<file path="src/rtl/serial_pkg.sv">
// serial_pkg: shared definitions for the bit-serial adder.
//   state_e : FSM state encoding (S_IDLE, S_RUN, S_DONE)
//   CNT_W   : bit counter width for a given operand width, never less than 1
package serial_pkg;

  typedef enum logic [1:0] {
    S_IDLE = 2'd0,
    S_RUN  = 2'd1,
    S_DONE = 2'd2
  } state_e;

  function automatic int unsigned CNT_W(input int unsigned width);
    return (width <= 1) ? 1 : $clog2(width);
  endfunction

endpackage

</file>
<file path="src/rtl/full_add1.sv">
// full_add1: single-bit full adder cell.
//   a, b, cin : addend bits and carry-in
//   sum, cout : sum bit and carry-out
module full_add1 (
  input  logic a,
  input  logic b,
  input  logic cin,
  output logic sum,
  output logic cout
);

  assign sum  = a ^ b ^ cin;
  assign cout = (a & b) | (cin & (a ^ b));

endmodule

</file>
<file path="src/rtl/serial_adder.sv">
// serial_adder: bit-serial two's-complement adder, one result bit per clock.
//   clk, rst      : clock (rising edge) and asynchronous active-high reset
//   start         : request; a, b, cin are sampled when accepted in IDLE or DONE
//   a, b, cin     : operands and carry-in
//   sum, cout     : registered result and carry out of the MSB
//   overflow      : registered signed overflow (carry into MSB ^ carry out of MSB)
//   busy          : high while bits are being computed
//   done          : one-cycle pulse when sum/cout/overflow are updated
module serial_adder
  import serial_pkg::*;
#(
  parameter int unsigned WIDTH = 8
) (
  input  logic             clk,
  input  logic             rst,
  input  logic             start,
  input  logic [WIDTH-1:0] a,
  input  logic [WIDTH-1:0] b,
  input  logic             cin,
  output logic [WIDTH-1:0] sum,
  output logic             cout,
  output logic             overflow,
  output logic             busy,
  output logic             done
);

  localparam int unsigned      CntW    = CNT_W(WIDTH);
  localparam logic [CntW-1:0]  CntLast = CntW'(WIDTH - 1);
  localparam logic [CntW-1:0]  CntOne  = CntW'(1);

  state_e           state_q;
  logic [WIDTH-1:0] a_sh_q;
  logic [WIDTH-1:0] b_sh_q;
  logic [WIDTH-1:0] sum_sh_q;
  logic [CntW-1:0]  cnt_q;
  logic             carry_q;
  logic [WIDTH-1:0] sum_q;
  logic             cout_q;
  logic             ovf_q;
  logic             busy_q;
  logic             done_q;

  logic             fa_sum;
  logic             fa_cout;
  logic [WIDTH-1:0] sum_shift;

  full_add1 u_fa (
    .a    (a_sh_q[0]),
    .b    (b_sh_q[0]),
    .cin  (carry_q),
    .sum  (fa_sum),
    .cout (fa_cout)
  );

  // New bit enters at the MSB; written this way so WIDTH=1 needs no special slice.
  always_comb begin
    sum_shift            = sum_sh_q >> 1;
    sum_shift[WIDTH-1]   = fa_sum;
  end

  always_ff @(posedge clk or posedge rst) begin
    if (rst) begin
      state_q  <= S_IDLE;
      a_sh_q   <= '0;
      b_sh_q   <= '0;
      sum_sh_q <= '0;
      cnt_q    <= '0;
      carry_q  <= 1'b0;
      sum_q    <= '0;
      cout_q   <= 1'b0;
      ovf_q    <= 1'b0;
      busy_q   <= 1'b0;
      done_q   <= 1'b0;
    end else begin
      done_q <= 1'b0;
      unique case (state_q)
        S_IDLE, S_DONE: begin
          if (start) begin
            a_sh_q   <= a;
            b_sh_q   <= b;
            carry_q  <= cin;
            cnt_q    <= '0;
            sum_sh_q <= '0;
            busy_q   <= 1'b1;
            state_q  <= S_RUN;
          end else begin
            busy_q  <= 1'b0;
            state_q <= S_IDLE;
          end
        end
        S_RUN: begin
          a_sh_q   <= a_sh_q >> 1;
          b_sh_q   <= b_sh_q >> 1;
          sum_sh_q <= sum_shift;
          carry_q  <= fa_cout;
          if (cnt_q == CntLast) begin
            // carry_q is the carry into the MSB on this final edge
            sum_q   <= sum_shift;
            cout_q  <= fa_cout;
            ovf_q   <= carry_q ^ fa_cout;
            busy_q  <= 1'b0;
            done_q  <= 1'b1;
            state_q <= S_DONE;
          end else begin
            // Counter holds at its last value so it never exceeds WIDTH-1.
            cnt_q <= cnt_q + CntOne;
          end
        end
        default: begin
          busy_q  <= 1'b0;
          state_q <= S_IDLE;
        end
      endcase
    end
  end

  assign sum      = sum_q;
  assign cout     = cout_q;
  assign overflow = ovf_q;
  assign busy     = busy_q;
  assign done     = done_q;

endmodule
</file>
<file path="config.mk">
export PLATFORM = sky130hd
export DESIGN_NAME = serial_adder
export DESIGN_NICKNAME = d
export VERILOG_FILES = /design/src/rtl/serial_pkg.sv /design/src/rtl/full_add1.sv /design/src/rtl/serial_adder.sv
export SDC_FILE = /design/constraint.sdc
export NUM_CORES = 1
export LEC_CHECK = 0
export CAP_MARGIN = 30
export CORE_MARGIN = 3
export CORE_UTILIZATION = 47
export DETAILED_ROUTE_END_ITERATION = 12
export PLACE_DENSITY_LB_ADDON = 0.3
export SETUP_SLACK_MARGIN = 0.1
export SLEW_MARGIN = 20
export SYNTH_ARGS = -nofsm -noshare
export SYNTH_HDL_FRONTEND = slang
export SYNTH_SLANG_ARGS = --single-unit
</file>
<file path="constraint.sdc">
create_clock -name clk -period 1.45 [get_ports clk]
set_input_delay 0.29 -clock clk [delete_from_list [all_inputs] [get_ports clk]]
set_output_delay 0.29 -clock clk [all_outputs]
set_load 0.02 [all_outputs]
</file>
==> results.md <==
- Outcome: finished with violations
- Failing checks: negative setup slack
- CP required: 1.63 ns
- PD cells: 2000 mW/mm^2
- CP Class: flop to flop
- Vias in the first global route: 1402
- GRT Total Usage: 16.3%
- Total grt overflow: 0
- Synthesized instance count: 155
- HPWL Detailed: 2370 um
- CTS HTree Levels: 2
- Post-DRT Antenna Nets: 0
- Vias post-DR: 1335
- Die Y: 69.2 um
- Post-route clock period utilization: 103%
- Clock Skew: 0.00868 ns
- RePlAce Congestion: 0.770
- Area grow syn2layout: 33.2%
- Netlist cell types: 28
- Crit path launch: carry_q
- Clk sinks: 40
- DR DRC count: 0
- Achievable Freq: 671 MHz
- YS warnings: 0
- Vias per inst: 5.34
- Core ar.: 0.00374 sq mm
- Worst setup margin: -0.0408 ns
- Drt total wl: 3490 um
- Fin Hold WS: 0.361 ns
- Nets: 224
- Share of cells above drive strength 1: 24.3%
- Finished layout cell area: 0.00250 sq mm
- 1st-iter DRT viols: 47
- Clk_lat worst skew: 0.29 ns
- Largest cells by area after synthesis: dfrtp_1, mux2i_1, mux2_4
- EDFF count, synth: 0
- Die area: 0.00478 sq mm
- Worst hold path type: input port to async pin
- Type of origin of the critical path: flop
- Cell Area, Synth: 0.00187 sq mm
- CP max FO: 2
- RSZ-0062 raised after global routing: yes
- Initial Util: 50.1%
- Ys async rst share: 100%
- Sequential element share of the synthesized area: 53.4%
- Arr. time, crit path: 1.67 ns
- Syn_nets: 178
- Placed insts: 233
- Largest area contributor in the netlist: dfrtp_1
- Max Buffers Root-to-Sink: 2
- Kind of end point of the critical path: flop
- Setup violators final: 1
- Post-synth top area share: 53.4%
- Reg2reg start: carry_q
- Worst Tran Pin Value: 0.338 ns
- Post-layout min period: 1.49 ns
- Antenna diode instance count: 0
- Avg Inst Size Synth: 12.1 sq um
- Placed cell area: 0.00229 sq mm
- Synth Register Bits: 40
- Ys flop type: dfrtp_1
- I/O pins: 32
- Root buffer cell: clkbuf_8
- Core Rows: 22
- Width of the die: 69.2 um
- Maxcap violations: 0
- Peak supply drop: 0.000816 V
- Clock slew at reported path FFs: 0.08 ns
- Leak: 0.00117 uW
- Final hold vios: 0
- Wire per inst: 14.0 um
- Max-slew headroom: 77.5%
- Initial antenna violation count: 0
- Final Power: 5000 uW
- TritonRoute pass-1 iters: 4
- Fin cells: 250
- Post-Route Utilization: 66.7%
- CTS tree: done
- First-pass GRT wire length: 6440 um
- Port Buffers: 31
- Largest net degree at the start of global routing: 41
- Hold-fix buffers, CTS: 0
- Slew Viols, Final: 0
- Cts bufs inserted: 5
==> critical path, cell delays in order (launching register included) <==
cell and delay (ns):
dfrtp_1 0.40, fa_1 0.53, mux2_2 0.28, a22o_1 0.18
==> power by group <==
group,switching [uW],internal [uW]
combinational,1050,1230
sequential,349,1620
clock,372,379
==> stage by stage <==
stage | worst slack [ns] | TNS [ns]
after floorplan | 0.0408 | 0
after CTS | -0.0455 | -0.0473
after global routing | -0.0796 | -0.259
final | -0.0408 | -0.0408
after detailed placement | -0.112 | -1.97
after global placement | -0.0788 | -1.34
==> registers in the layout, summed over array words and instances (netlist names) <==
name      count
cnt_q         3
a_sh_q        8
sum           8
busy          1
cout          1
b_sh_q        8
overflow      1
carry_q       1
sum_sh_q      7
state_q       1
done          1
==> synthesized netlist by cell type (4+ instances only) <==
master    count
nand3_1       5
a211oi_1     10
inv_1         8
nor2b_1      11
a22o_1        7
dfrtp_1      40
mux2i_1      12
mux2_2        4
a21oi_1      15
nand2_1       5
o22ai_1       5
buf_2         4
mux2_4        6
==> repair_timing <==
item                                    CTS  global route
cloned                                    1             0
setup buffers                             5             3
pin swaps                                 2             5
resized for setup                        15            10
endpoints found under the setup margin   24            24
==> placed cells by master (no fill, tap or decap) <==
| cell type | n |
|---|---|
| nand2_1 | 4 |
| a21oi_1 | 15 |
| clkdlybuf4s15_1 | 1 |
| nand3b_4 | 2 |
| o21ai_0 | 2 |
| buf_4 | 11 |
| nand3_2 | 2 |
| nor2b_2 | 1 |
| or3b_4 | 1 |
| a22o_1 | 7 |
| nand2_4 | 1 |
| nor2b_1 | 10 |
| buf_12 | 4 |
| nor2_1 | 1 |
| dfrtp_1 | 40 |
| inv_1 | 8 |
| clkbuf_8 | 6 |
| clkinv_2 | 2 |
| a21o_2 | 1 |
| mux2i_1 | 12 |
| fa_1 | 1 |
| nand2b_1 | 1 |
| o211ai_1 | 1 |
| a211oi_1 | 10 |
| buf_6 | 2 |
| nand3_1 | 4 |
| o21ai_2 | 2 |
| mux2_4 | 8 |
| o22ai_1 | 5 |
| ha_4 | 1 |
| xnor2_1 | 1 |
| nor2_2 | 1 |
| clkdlybuf4s50_1 | 19 |
| nand2b_2 | 1 |
| dlygate4sd2_1 | 11 |
| mux2_2 | 2 |
| ha_2 | 1 |
==> metal layers <==
metal	vias up	global-route usage (%)	wire [um]
met5	-	0	0
met4	0	5.21	43
met3	6	4.66	180
met2	43	25.7	1700
met1	642	21.7	1560
li1	644	-	-
==> layout make-up <==
type	instances	area, sq um
clock buffer	6	82.6
clock inverter	2	10.0
fill	287	1250
inverter	8	30.0
multi-input combinational	98	832
sequential	40	1000
tap	48	60.1
timing repair buffer	48	482
==> final timing paths <==
check                           cells past startpoint  slack [ns]           to
worst max-delay path                                3       -0.04  sum_sh_q[7]
worst min-delay path                                3        0.36  sum_sh_q[2]
worst max register to register                      3       -0.04  sum_sh_q[7]
worst min register to register                      1        0.51         cout
max in group asynchronous                           3        0.90      carry_q
min in group clk                                    1        0.51         cout
==> cell families (layout without fill, tap and decap cells) <==
group | count (synthesis) | count (layout) | synth area share (%)
mux | 22 | 22 | 13.6
simple gates | 28 | 29 | 9.41
fa+ha+maj | 3 | 3 | 2.40
flops | 40 | 40 | 53.4
xor+xnor | 1 | 1 | 0.467
compound gates | 43 | 43 | 15.0
buf+inv | 18 | 64 | 5.67
(Power assumes the default switching activity.)
